===== config.mk =====
export PLATFORM = sky130hd
export DESIGN_NAME = pipeline_controller
export DESIGN_NICKNAME = d
export VERILOG_FILES = /design/src/rtl/general_defs_pkg.sv /design/src/rtl/pipeline_controller_mul_busy_counter.sv /design/src/rtl/pipeline_controller.sv
export SDC_FILE = /design/constraint.sdc
export NUM_CORES = 1
export LEC_CHECK = 0
export CAP_MARGIN = 20
export CORE_MARGIN = 3
export CORE_UTILIZATION = 51
export CTS_CLUSTER_DIAMETER = 30
export DETAILED_ROUTE_END_ITERATION = 12
export HOLD_SLACK_MARGIN = 0.1
export PLACE_DENSITY_LB_ADDON = 0.08
export SYNTH_ARGS = -nofsm -noshare
export SYNTH_HDL_FRONTEND = slang
export SYNTH_SLANG_ARGS = --single-unit

===== constraint.sdc =====
create_clock -name clk_i -period 3.1 [get_ports clk_i]
set_clock_uncertainty 0.15 [all_clocks]
set_input_delay 0.62 -clock clk_i [delete_from_list [all_inputs] [get_ports clk_i]]
set_output_delay 0.62 -clock clk_i [all_outputs]
set_load 0.01 [all_outputs]

===== src/rtl/general_defs_pkg.sv =====
// GENERAL_DEFS: shared pipeline types used by the pipeline controller and its neighbours.
// Holds the stall request type, the data-memory FSM states and the bundled stage control word.
package GENERAL_DEFS;

    typedef enum logic {
        NO_STALL       = 1'b0,
        STALL_PIPELINE = 1'b1
    } stall_pipeline_sig;

    typedef enum logic [1:0] {
        RUN,
        MEM_WAIT,
        MEM_ERR
    } mem_fsm_state_t;

    typedef struct packed {
        logic pcEn;
        logic ifIdEn;
        logic idExeEn;
        logic exeMemEn;
        logic memWbEn;
        logic flushIfId;
        logic flushIdExe;
        logic flushExeMem;
        logic flushMemWb;
    } pipe_ctrl_t;

    // One control word per priority row; a flush always travels with its enable.
    localparam pipe_ctrl_t CTRL_RUN = '{
        pcEn: 1'b1, ifIdEn: 1'b1, idExeEn: 1'b1, exeMemEn: 1'b1, memWbEn: 1'b1,
        flushIfId: 1'b0, flushIdExe: 1'b0, flushExeMem: 1'b0, flushMemWb: 1'b0};
    localparam pipe_ctrl_t CTRL_MEM_STALL = '{
        pcEn: 1'b0, ifIdEn: 1'b0, idExeEn: 1'b0, exeMemEn: 1'b0, memWbEn: 1'b1,
        flushIfId: 1'b0, flushIdExe: 1'b0, flushExeMem: 1'b0, flushMemWb: 1'b1};
    localparam pipe_ctrl_t CTRL_MUL_STALL = '{
        pcEn: 1'b0, ifIdEn: 1'b0, idExeEn: 1'b0, exeMemEn: 1'b1, memWbEn: 1'b1,
        flushIfId: 1'b0, flushIdExe: 1'b0, flushExeMem: 1'b1, flushMemWb: 1'b0};
    localparam pipe_ctrl_t CTRL_BRANCH = '{
        pcEn: 1'b1, ifIdEn: 1'b1, idExeEn: 1'b1, exeMemEn: 1'b1, memWbEn: 1'b1,
        flushIfId: 1'b1, flushIdExe: 1'b1, flushExeMem: 1'b0, flushMemWb: 1'b0};
    localparam pipe_ctrl_t CTRL_LOAD_USE = '{
        pcEn: 1'b0, ifIdEn: 1'b0, idExeEn: 1'b1, exeMemEn: 1'b1, memWbEn: 1'b1,
        flushIfId: 1'b0, flushIdExe: 1'b1, flushExeMem: 1'b0, flushMemWb: 1'b0};

endpackage


===== src/rtl/pipeline_controller_mul_busy_counter.sv =====
// Tracks how long a multiply still occupies EXE; busy while the down-counter is nonzero.
module mul_busy_counter #(
    parameter int MUL_LATENCY = 3
) (
    input  logic clk_i,
    input  logic rst_n_i,
    input  logic start_i,
    output logic busy_o
);

    logic [3:0] cnt_q;
    logic [3:0] cnt_d;

    // Keeps counting through memory stalls because the multiplier itself never stops.
    always_comb begin
        cnt_d = cnt_q;
        if (cnt_q != 4'd0) begin
            cnt_d = cnt_q - 4'd1;
        end else if (start_i) begin
            cnt_d = 4'(MUL_LATENCY - 1);
        end
    end

    always_ff @(posedge clk_i or negedge rst_n_i) begin
        if (!rst_n_i) begin
            cnt_q <= 4'd0;
        end else begin
            cnt_q <= cnt_d;
        end
    end

    assign busy_o = (cnt_q != 4'd0);

    a_noStartWhileBusy: assert property (@(posedge clk_i) disable iff (!rst_n_i)
        !(start_i && busy_o));

endmodule


===== src/rtl/pipeline_controller.sv =====
// Stall/flush sequencer for the 5-stage pipeline: merges memory wait, multiply busy,
// branch redirect and load-use requests into per-stage enables and bubble strobes.
module pipeline_controller
    import GENERAL_DEFS::*;
#(
    parameter int MUL_LATENCY = 3,
    parameter int MEM_TIMEOUT = 64,
    parameter int CNT_WIDTH   = 32
) (
    input  logic                 clk_i,
    input  logic                 rst_n_i,
    input  stall_pipeline_sig    load_use_stall_i,
    input  logic                 branch_taken_EXE_i,
    input  logic                 mul_start_EXE_i,
    input  logic                 dmem_req_MEM_i,
    input  logic                 dmem_ack_i,
    output logic                 pc_en_o,
    output logic                 if_id_en_o,
    output logic                 id_exe_en_o,
    output logic                 exe_mem_en_o,
    output logic                 mem_wb_en_o,
    output logic                 flush_if_id_o,
    output logic                 flush_id_exe_o,
    output logic                 flush_exe_mem_o,
    output logic                 flush_mem_wb_o,
    output logic                 mem_timeout_o,
    output logic [CNT_WIDTH-1:0] stall_cycles_o
);

    localparam int TO_W = $clog2(MEM_TIMEOUT);

    mem_fsm_state_t       memState_q;
    logic [TO_W-1:0]      timeoutCnt_q;
    logic [CNT_WIDTH-1:0] stallCnt_q;
    logic [CNT_WIDTH-1:0] stallCnt_d;
    logic                 memWait;
    logic                 mulBusy;
    pipe_ctrl_t           ctrl;

    mul_busy_counter #(
        .MUL_LATENCY(MUL_LATENCY)
    ) u_mulBusy (
        .clk_i  (clk_i),
        .rst_n_i(rst_n_i),
        .start_i(mul_start_EXE_i),
        .busy_o (mulBusy)
    );

    assign memWait = dmem_req_MEM_i && !dmem_ack_i;

    // MEM_ERR is terminal until reset so a hung memory freezes the core visibly.
    always_ff @(posedge clk_i or negedge rst_n_i) begin
        if (!rst_n_i) begin
            memState_q   <= RUN;
            timeoutCnt_q <= '0;
        end else begin
            case (memState_q)
                RUN: begin
                    if (memWait) begin
                        memState_q   <= MEM_WAIT;
                        timeoutCnt_q <= TO_W'(1);
                    end
                end
                MEM_WAIT: begin
                    if (dmem_ack_i) begin
                        memState_q   <= RUN;
                        timeoutCnt_q <= '0;
                    end else if (timeoutCnt_q == TO_W'(MEM_TIMEOUT - 1)) begin
                        memState_q <= MEM_ERR;
                    end else begin
                        timeoutCnt_q <= timeoutCnt_q + TO_W'(1);
                    end
                end
                MEM_ERR: begin
                    memState_q <= MEM_ERR;
                end
                default: begin
                    memState_q   <= RUN;
                    timeoutCnt_q <= '0;
                end
            endcase
        end
    end

    // A deferred branch simply waits in EXE and wins the first cycle no stall row applies.
    always_comb begin
        ctrl = CTRL_RUN;
        if (!rst_n_i) begin
            ctrl = CTRL_RUN;
        end else if (memState_q == MEM_ERR || memWait) begin
            ctrl = CTRL_MEM_STALL;
        end else if (mulBusy) begin
            ctrl = CTRL_MUL_STALL;
        end else if (branch_taken_EXE_i) begin
            ctrl = CTRL_BRANCH;
        end else if (load_use_stall_i == STALL_PIPELINE) begin
            ctrl = CTRL_LOAD_USE;
        end
    end

    always_comb begin
        stallCnt_d = stallCnt_q;
        if (!ctrl.pcEn && (stallCnt_q != '1)) begin
            stallCnt_d = stallCnt_q + 1'b1;
        end
    end

    always_ff @(posedge clk_i or negedge rst_n_i) begin
        if (!rst_n_i) begin
            stallCnt_q <= '0;
        end else begin
            stallCnt_q <= stallCnt_d;
        end
    end

    assign pc_en_o         = ctrl.pcEn;
    assign if_id_en_o      = ctrl.ifIdEn;
    assign id_exe_en_o     = ctrl.idExeEn;
    assign exe_mem_en_o    = ctrl.exeMemEn;
    assign mem_wb_en_o     = ctrl.memWbEn;
    assign flush_if_id_o   = ctrl.flushIfId;
    assign flush_id_exe_o  = ctrl.flushIdExe;
    assign flush_exe_mem_o = ctrl.flushExeMem;
    assign flush_mem_wb_o  = ctrl.flushMemWb;
    assign mem_timeout_o   = (memState_q == MEM_ERR);
    assign stall_cycles_o  = stallCnt_q;

endmodule


==> results_dict.tcl, run 1 <==
set metrics [dict create \
    antennaDiodeCount 0 \
    cts_sinks 44 \
    worstPathArrival_ns 2.24 \
    leakage_nw 1.30 \
    grtUsageTotal 0.192 \
    synth_top_area_frac 0.481 \
    cp-end-kind "output port" \
    drc 0 \
    antenna_found_initial 0 \
    die-area_sq_um 5320 \
    slew_headroom 0.644 \
    via_per_inst 5.54 \
    synth_seq_cells 44 \
    ys_seq_area_frac 0.481 \
    final_antenna_net_count 0 \
    drv_cap 0 \
    timing_hold_violations_final 0 \
    path_class "in2out" \
    gr-total-overflow 0 \
    wl_um 4660 \
    yosysWarnings 0 \
    period_share 0.971 \
    numCtsBuffers 5 \
    layout_min_cycle_time_ns 3.01 \
    rows 23 \
    vias 1850 \
    fmax_mhz 332 \
    h-tree-depth 2 \
    die_width_um 73.0 \
    synth_nets 237 \
    rsz0062_at_grt "no" \
    ir_worst_vdd_uv 530 \
    cts.clk_slew.worst_paths_ns 0.08 \
    crit_required_ns 2.33 \
    cts_setup_buffers 0 \
    postLayoutCellArea_sq_um 2950 \
    grt_pass1_vias 1768 \
    avgSynthCellArea_sq_um 10.1 \
    start_kind "primary input" \
    tns_ns 0 \
    finalSetupViolCount 0 \
    layout.nets 293 \
    async_reset_ff_frac 1.00 \
    ys_dominant_reg_cell "dfrtp_1" \
    p_per_area_nw_per_um2 575 \
    final_layout_size_suffix_gt1_frac 0.0951 \
    gp_congestion 0.782 \
    synth_area_leader_cell "dfrtp_1" \
    detail_route.iter0.violations 50 \
    cp_max_fo 4 \
    synth_area_leaders "dfrtp_1 48%, xnor2_1 7.7%, xor2_1 5.0%" \
    drt_first_pass_iters 4 \
    wl_per_cell_um 13.9 \
    syn_area_sq_um 2290 \
    cts-root-buf "clkbuf_8" \
    syn_to_final_growth_pct 28.8 \
    placement.io_buffers 47 \
    status "complete, no violations" \
    initial_core_util 0.548 \
    ys_types 40 \
    hpwl_um 3490 \
    tritoncts "built" \
    clock_latency_ns 0.30 \
    clockBufferDepth 2 \
    fp.dieH_um 73.0 \
    grt_pass1_wl_um 8140 \
    placed_area_sq_um 2820 \
    slew_violations 0 \
    core_area_sq_um 4170 \
    synthCells 227 \
    min_path_type "in2async" \
    worst_pin_slew_ns 0.534 \
    top_level_ports 49 \
    grt_max_degree 27 \
    synth-edff-count 0 \
]
==> what timing repair did <==
action                     CTS  global route
hold buffers                 0             0
setup endpoints to repair    4             2
pin swaps                    0             0
resized for setup            3             3
==> cell families (layout without fill, tap and decap cells) <==
family | after synthesis | count (layout) | share of synthesized area
muxes | 3 | 3 | 0.0142
xor gates and xnor gates | 33 | 33 | 0.126
buffers and inverters | 14 | 71 | 0.0361
AOI/OAI and AO/OA | 19 | 19 | 0.0777
DFF | 44 | 44 | 0.481
adders and majority gates | 3 | 3 | 0.0164
and+or+nand+nor | 110 | 110 | 0.246
other | 1 | 1 | 0.00164
==> metrics by stage <==
stage           util  hold slack, ns  setup WS (ns)  power [W]  cells
6_report       0.706           0.243         0.0891    0.00169    334
2_1_floorplan      -           0.174          0.435    0.00104    227
3_3_place_gp   0.676           0.313         0.0455    0.00124    326
4_1_cts        0.704           0.245       0.000335    0.00171    334
3_5_place_dp   0.676           0.335         0.0108    0.00126    326
5_1_grt        0.706           0.270         0.0214    0.00181    334
==> worst max-delay path, stage by stage <==
cell and delay [ns]:
clkdlybuf4s50_1 0.42, nor2b_1 0.15, or2_2 0.31, and2_1 0.18, inv_1 0.05, clkdlybuf4s50_1 0.52
==> flip-flops by register name, summed over array words and instances, names as in the netlist <==
name             flops
stall_cycles_o      32
memState_q           2
timeoutCnt_q         6
u_mulBusy.cnt_q      4
==> placed cells by master, fill, tap and decap left out, drive strengths merged, types with 2 or more instances in the layout <==
| cell | count |
|---|---|
| dfrtp | 44 |
| clkdlybuf4s50 | 42 |
| dlygate4sd2 | 2 |
| and3 | 5 |
| nor2 | 19 |
| clkbuf | 5 |
| a2111oi | 2 |
| nand4 | 14 |
| and4 | 4 |
| nor2b | 2 |
| o22ai | 2 |
| nand2 | 29 |
| nand2b | 2 |
| nand3 | 11 |
| nor3 | 9 |
| xor2 | 13 |
| or3 | 4 |
| xnor2 | 20 |
| ha | 3 |
| nor4 | 5 |
| o21ai | 7 |
| dlymetal6s2s | 2 |
| inv | 9 |
| buf | 9 |
| mux2 | 2 |
==> cell usage after synthesis (2+ instances only) <==
library cell,n
dfrtp_1,44
nand2_1,29
xnor2_1,20
nor2_1,19
nand4_1,14
xor2_1,13
nand3_1,11
nor3_1,9
inv_1,8
o21ai_0,7
and3_1,5
nor4_1,5
and4_1,4
or3_1,4
buf_6,3
ha_1,3
buf_4,2
mux2_2,2
nand2b_1,2
nor2b_1,2
o22ai_1,2
==> final timing paths <==
kind	startpoint	endpoint	cells past startpoint	slack, ns
hold / removal	rst_n_i	stall_cycles_o[18]	2	0.24
min in group clk_i	stall_cycles_o[22]	stall_cycles_o[22]	1	0.35
max in group asynchronous	rst_n_i	stall_cycles_o[7]	2	2.27
setup / recovery	dmem_req_MEM_i	exe_mem_en_o	6	0.09
hold reg to reg	stall_cycles_o[22]	stall_cycles_o[22]	1	0.35
setup reg to reg	u_mulBusy.cnt_q[0]	stall_cycles_o[12]	8	0.46
==> final cells by class <==
| type | instances | area, sq um |
|---|---|---|
| fill | 332 | 1230 |
| multi-input combinational | 169 | 1110 |
| sequential | 44 | 1100 |
| timing repair buffer | 55 | 528 |
| clock buffer | 5 | 68.8 |
| tap | 50 | 62.6 |
| clock inverter | 3 | 46.3 |
| inverter | 8 | 30.0 |
==> where the power goes <==
group | internal, W | switching (W) | leakage (nW) | total [W]
registers | 0.000664 | 0.000110 | 0.579 | 0.000774
logic | 0.000241 | 0.000237 | 0.663 | 0.000478
clock network | 0.000243 | 0.000200 | 0.0548 | 0.000442
==> routing by layer <==
metal / wire [um] / vias up / part of all wire / track usage
met4: 52 / 0 / 0.011 / 0.0492
met1: 2210 / 900 / 0.47 / 0.265
li1: - / 904 / - / -
met2: 2150 / 40 / 0.46 / 0.307
met3: 242 / 6 / 0.052 / 0.0455
met5: 0 / - / 0 / 0
Note: power is estimated with default switching activity, not from simulation.
==> run 2, diff against run 1 <==
--- a/config.mk
+++ b/config.mk
@@ -5,9 +5,10 @@
 export SDC_FILE = /design/constraint.sdc
 export NUM_CORES = 1
 export LEC_CHECK = 0
+export ABC_AREA = 1
 export CAP_MARGIN = 20
 export CORE_MARGIN = 3
-export CORE_UTILIZATION = 51
+export CORE_UTILIZATION = 54
 export CTS_CLUSTER_DIAMETER = 30
 export DETAILED_ROUTE_END_ITERATION = 12
 export HOLD_SLACK_MARGIN = 0.1
==> constraint.sdc (replaced) <==
create_clock -name clk_i -period 3.1 [get_ports clk_i]
set_clock_uncertainty 0.15 [all_clocks]
set_input_delay 0.465 -clock clk_i [delete_from_list [all_inputs] [get_ports clk_i]]
set_output_delay 0.465 -clock clk_i [all_outputs]
set_load 0.01 [all_outputs]
==> run 2 against run 1 <==
- critical path depth grew 1
- combinational power shrank 13%
- count of clock-buffer cells in the layout grew 1
- worst setup slack gained 0.22 ns
- final cell count grew 71%
- synthesized cell count grew 99%
- first-iteration DRC count grew to 4.2 times the previous value
==> results_dict.tcl, run 2 <==
set metrics [dict create \
    switchingPower_w 0.000514 \
    start_kind "register" \
    p_sw_frac 0.339 \
    drv_cap 0 \
    layout_common_cells "208 x nand2_1, 60 x nor2_1, 46 x clkdlybuf4s50_1" \
    synth_nets 461 \
    async_reset_ff_frac 1.00 \
    internal-power_w 0.00100 \
    period_share 0.900 \
    antennaDiodeCount 0 \
    fmax_mhz 358 \
    synth-edff-count 0 \
    slew_violations 0 \
    wl_per_cell_um 12.4 \
    numCtsBuffers 5 \
    syn_to_final_growth_pct 19.9 \
    synth_top_area_frac 0.373 \
    clock_latency_ns 0.30 \
    worstPathArrival_ns 2.18 \
    cp-end-kind "output port" \
    ir_worst_vdd_uv 304 \
    grt_max_degree 36 \
    clkPwrFrac 0.251 \
    via_per_inst 5.03 \
    cts.clk_slew.worst_paths_ns 0.08 \
    tns_ns 0 \
    drc 0 \
    rows 26 \
    antenna_found_initial 0 \
    grt_pass1_wl_um 12000 \
    placement.io_buffers 47 \
    fin_cells 571 \
    fin_util 0.681 \
    yosys-top-cells-count "208 x nand2_1, 60 x nor2_1, 44 x dfrtp_1, 38 x inv_1, 23 x nand3_1" \
    grtUsageTotal 0.239 \
    synth_area_leaders "dfrtp_1 37%, nand2_1 26%, nor2_1 7.6%" \
    wl_um 7070 \
    synthCells 451 \
    ys_types 29 \
    hpwl_um 5370 \
    clockBufferDepth 2 \
    yosysWarnings 0 \
    die-area_sq_um 6390 \
    synth_most_common_cell "nand2_1" \
    synth_seq_cells 44 \
    path_class "reg2out" \
    finalSetupViolCount 0 \
    status "complete, no violations" \
    crit_required_ns 2.48 \
    h-tree-depth 2 \
    detail_route.iter0.violations 211 \
    synth_area_leader_cell "dfrtp_1" \
    p_total_w 0.00152 \
    fp.dieH_um 80.0 \
    core_area_sq_um 5200 \
    layout.nets 510 \
    top_level_ports 49 \
    final_antenna_net_count 0 \
    gp_congestion 0.869 \
    initial_core_util 0.568 \
    cts-root-buf "clkbuf_8" \
    p_per_area_nw_per_um2 428 \
    cts_setup_buffers 0 \
    die_width_um 80.0 \
    dp_cells 562 \
    final_layout_size_suffix_gt1_frac 0.0758 \
    vias 2870 \
    cp_max_fo 7 \
    rsz0062_at_grt "no" \
    avgSynthCellArea_sq_um 6.55 \
    timing_hold_violations_final 0 \
    gr-total-overflow 0 \
    grt_pass1_vias 2670 \
    largest_register_ffs 32 \
    syn_area_sq_um 2950 \
    drt_first_pass_iters 4 \
    final_common_cell "nand2_1" \
    p_seq_frac 0.476 \
    cts_sinks 44 \
    ys_dominant_reg_cell "dfrtp_1" \
    ys_seq_area_frac 0.373 \
    p_comb_frac 0.274 \
    layout_min_cycle_time_ns 2.79 \
    tritoncts "built" \
    leakage_nw 1.64 \
    min_path_type "reg2reg" \
]
## run 2: cell types whose count changed after synthesis, moves of 8 or more
cell     before  now
xnor2_1      20    4
inv_1         8   38
nand2_2       0   12
nand3_1      11   23
nand2_1      29  208
nand4_1      14    3
o21ai_0       7   16
nor2_1       19   60
nor3_1        9    1
## run 2: cells by family after synthesis
logic type / share of synthesized area
flops: 0.373
xor+xnor: 0.0356
simple gates: 0.454
compound gates: 0.0419
fa+ha+maj: 0.0127
buf+inv: 0.0817
other cells: 0.00127
## run 2: stage by stage
| stage | cell area, sq um | hold WS (ns) | setup slack (ns) |
|---|---|---|---|
| 2_1_floorplan | 2950 | 0.0194 | 1.18 |
| 5_1_grt | 3540 | 0.377 | 0.130 |
| 3_5_place_dp | 3440 | 0.330 | 0.325 |
| 3_3_place_gp | 3440 | 0.318 | 0.378 |
| 4_1_cts | 3540 | 0.343 | 0.284 |
| 6_report | 3540 | 0.340 | 0.310 |
## run 2: final cells by class
type	count	area, sq um
Clock inverter	2	10.0
Inverter	41	159
Tap cell	70	87.6
Sequential cell	44	1100
Fill cell	488	1660
Clock buffer	6	82.6
Multi-Input combinational cell	358	1610
Timing Repair Buffer	50	490
## run 2: power by group through the flow
stage / registers [W] / logic, W / clock network (W)
finish: 0.000721 / 0.000415 / 0.000380
global route: 0.000732 / 0.000465 / 0.000411
CTS: 0.000721 / 0.000422 / 0.000392
detailed placement: 0.000733 / 0.000420 / 0
global placement: 0.000727 / 0.000398 / 0
floorplan: 0.000724 / 0.000282 / 0
## run 2: path summary, 6_finish.rpt
path | start | to | slack (ns) | cells after the start
worst max-delay path | u_mulBusy.cnt_q[0] | if_id_en_o | 0.31 | 7
worst min-delay path | u_mulBusy.cnt_q[3] | u_mulBusy.cnt_q[3] | 0.34 | 1
worst max register to register | stall_cycles_o[0] | stall_cycles_o[19] | 0.90 | 10
worst min register to register | u_mulBusy.cnt_q[3] | u_mulBusy.cnt_q[3] | 0.34 | 1
max in group asynchronous | rst_n_i | stall_cycles_o[20] | 1.94 | 3
min in group asynchronous | rst_n_i | stall_cycles_o[24] | 0.61 | 3
## run 2: timing repair
item	CTS	global route
hold endpoints to repair	20	0
hold buffers	1	0
gates resized for setup	0	0
## run 2: worst max-delay path, cell delays in order, from the launching register on
cell	delay [ns]
dfrtp_1	0.37
inv_1	0.12
ha_1	0.21
nand3_1	0.22
nand2_1	0.14
nand3_2	0.16
inv_1	0.11
clkdlybuf4s50_1	0.55
## run 2: metal layers
layer | up-vias | part of all wire | GRT usage
li1 | 1479 | - | -
met4 | 0 | 0.020 | 0.0709
met1 | 1306 | 0.46 | 0.306
met2 | 69 | 0.48 | 0.406
met5 | - | 0 | 0
met3 | 16 | 0.041 | 0.0451
==> run 3, diff against run 2 <==
--- a/config.mk
+++ b/config.mk
@@ -12,6 +12,7 @@
 export CTS_CLUSTER_DIAMETER = 30
 export DETAILED_ROUTE_END_ITERATION = 12
 export HOLD_SLACK_MARGIN = 0.1
+export MAX_ROUTING_LAYER = met4
 export PLACE_DENSITY_LB_ADDON = 0.08
 export SYNTH_ARGS = -nofsm -noshare
 export SYNTH_HDL_FRONTEND = slang
==> run 3 against run 2 <==
- total power barely moved
- clock power barely moved
- critical endpoint unchanged
- sequential share of layout area did not move
- fmax barely moved
- via count rose by 0.77%
- first-iteration DRC count rose by 3.8%
- count of clock-buffer cells in the layout did not move
- final cell count did not move
- critical path depth did not move
- highest routed layer unchanged
- utilization did not move
- routed wire length barely moved
==> results_dict.tcl, run 3 (synthesis results as in run 2) <==
set metrics [dict create \
    status "complete, no violations" \
    place_ws_ns 0.325 \
    detail_route.iter0.violations 219 \
    cp_max_fo 7 \
    fin_ws_ns 0.310 \
    postLayoutCellArea_sq_um 3540 \
    slew_violations 0 \
    r2r_end "stall_cycles_o[19]" \
    grtUsageTotal 0.245 \
    rr_worst_depth 10 \
    tritoncts "built" \
    clock_latency_ns 0.30 \
    die-area_sq_um 6390 \
    core_area_sq_um 5200 \
    wl_per_cell_um 12.4 \
    timing_hold_violations_final 0 \
    via_per_inst 5.06 \
    layout.nets 510 \
    leakage_nw 1.64 \
    clockBufferDepth 2 \
    p_seq_frac 0.476 \
    layout_min_cycle_time_ns 2.79 \
    die_width_um 80.0 \
    vias 2892 \
    fillers 488 \
    syn_to_final_growth_pct 19.9 \
    fp.dieH_um 80.0 \
    path_class "reg2out" \
    cts_setup_buffers 0 \
    grt_max_degree 36 \
    grt_pass1_vias 2669 \
    multi_input_area_sq_um 1610 \
    fmax_mhz 358 \
    numCtsBuffers 5 \
    cts_sinks 44 \
    gp_congestion 0.883 \
    finalSetupViolCount 0 \
    final_antenna_net_count 0 \
    rows 26 \
    top_level_ports 49 \
    dp_cells 562 \
    drv_cap 0 \
    hpwl_um 5370 \
    p_per_area_nw_per_um2 428 \
    largest_register_ffs 32 \
    placed_area_sq_um 3440 \
    period_share 0.900 \
    min_path_type "reg2reg" \
    clkPwrFrac 0.251 \
    switchingPower_w 0.000515 \
    drt_first_pass_iters 5 \
    ff2ff_setup_slack_ns 0.89 \
    tns_ns 0 \
    final_layout_size_suffix_gt1_frac 0.0758 \
    start_kind "register" \
    wl_um 7080 \
    r2r_start "stall_cycles_o[0]" \
    gr-total-overflow 0 \
    ir_worst_vdd_uv 304 \
    antennaDiodeCount 0 \
    setup.worst_path.end "if_id_en_o" \
    rsz0062_at_grt "no" \
    grt_pass1_wl_um 12100 \
    cts-root-buf "clkbuf_8" \
    initial_core_util 0.568 \
    cts.clk_slew.worst_paths_ns 0.08 \
    p_sw_frac 0.339 \
    regArea_sq_um 1100 \
    layout_common_cells "208 x nand2_1, 60 x nor2_1, 46 x clkdlybuf4s50_1" \
    p_comb_frac 0.274 \
    fin_cells 571 \
    cts-resized-gates 0 \
    internal-power_w 0.00100 \
    worstPathArrival_ns 2.18 \
    placement.io_buffers 47 \
    hold_ws_ns 0.340 \
    h-tree-depth 2 \
    cp-startpoint "u_mulBusy.cnt_q[0]" \
    drc 0 \
    cp-end-kind "output port" \
    crit_required_ns 2.48 \
    final_common_cell "nand2_1" \
    antenna_found_initial 0 \
]
[run 3: power by group through the flow]
stage / clock network, W / logic (W) / registers [W]
2_1_floorplan: 0 / 0.000282 / 0.000724
5_1_grt: 0.000412 / 0.000465 / 0.000732
3_5_place_dp: 0 / 0.000420 / 0.000733
6_report: 0.000380 / 0.000415 / 0.000722
4_1_cts: 0.000392 / 0.000422 / 0.000721
3_3_place_gp: 0 / 0.000398 / 0.000727
[run 3: critical path, stage by stage, from the launching register on]
cell and delay [ns]:
dfrtp_1 0.37, inv_1 0.12, ha_1 0.21, nand3_1 0.22
nand2_1 0.14, nand3_2 0.16, inv_1 0.11, clkdlybuf4s50_1 0.55
[run 3: cell type report]
cell class / instances / share of cell area
clock buffers: 6 / 0.0233
clock inverters: 2 / 0.00283
inverters: 41 / 0.0449
multi-input cells: 358 / 0.455
flip-flops and latches: 44 / 0.311
well taps: 70 / 0.0247
repair buffers: 50 / 0.138
[run 3: through the flow]
stage | utilization | total power [W]
5_1_grt | 0.681 | 0.00161
3_3_place_gp | 0.661 | 0.00113
2_1_floorplan | - | 0.00101
3_5_place_dp | 0.661 | 0.00115
4_1_cts | 0.681 | 0.00154
6_report | 0.681 | 0.00152
[run 3: worst min-delay path by stage]
stage / endpoint / cells after the start / slack (ns) / start
6_report: u_mulBusy.cnt_q[3] / 1 / 0.34 / u_mulBusy.cnt_q[3]
5_1_grt: u_mulBusy.cnt_q[3] / 1 / 0.38 / u_mulBusy.cnt_q[3]
4_1_cts: u_mulBusy.cnt_q[3] / 1 / 0.34 / u_mulBusy.cnt_q[3]
3_5_place_dp: u_mulBusy.cnt_q[3] / 1 / 0.33 / u_mulBusy.cnt_q[3]
3_3_place_gp: u_mulBusy.cnt_q[3] / 1 / 0.32 / u_mulBusy.cnt_q[3]
2_1_floorplan: memState_q[0] / 0 / 0.02 / rst_n_i
[run 3: per-layer routing]
metal | GRT usage | routed length [um] | up-vias
li1 | - | - | 1484
met1 | 0.306 | 3190 | 1308
met2 | 0.408 | 3420 | 86
met3 | 0.0440 | 344 | 14
met4 | 0.0709 | 123 | 0
met5 | - | 0 | -
[run 3: timing repair]
item / 4_1_cts / 5_1_grt
hold endpoints to repair: 20 / 0
hold buffers: 1 / 0
setup endpoints to repair: 0 / 0
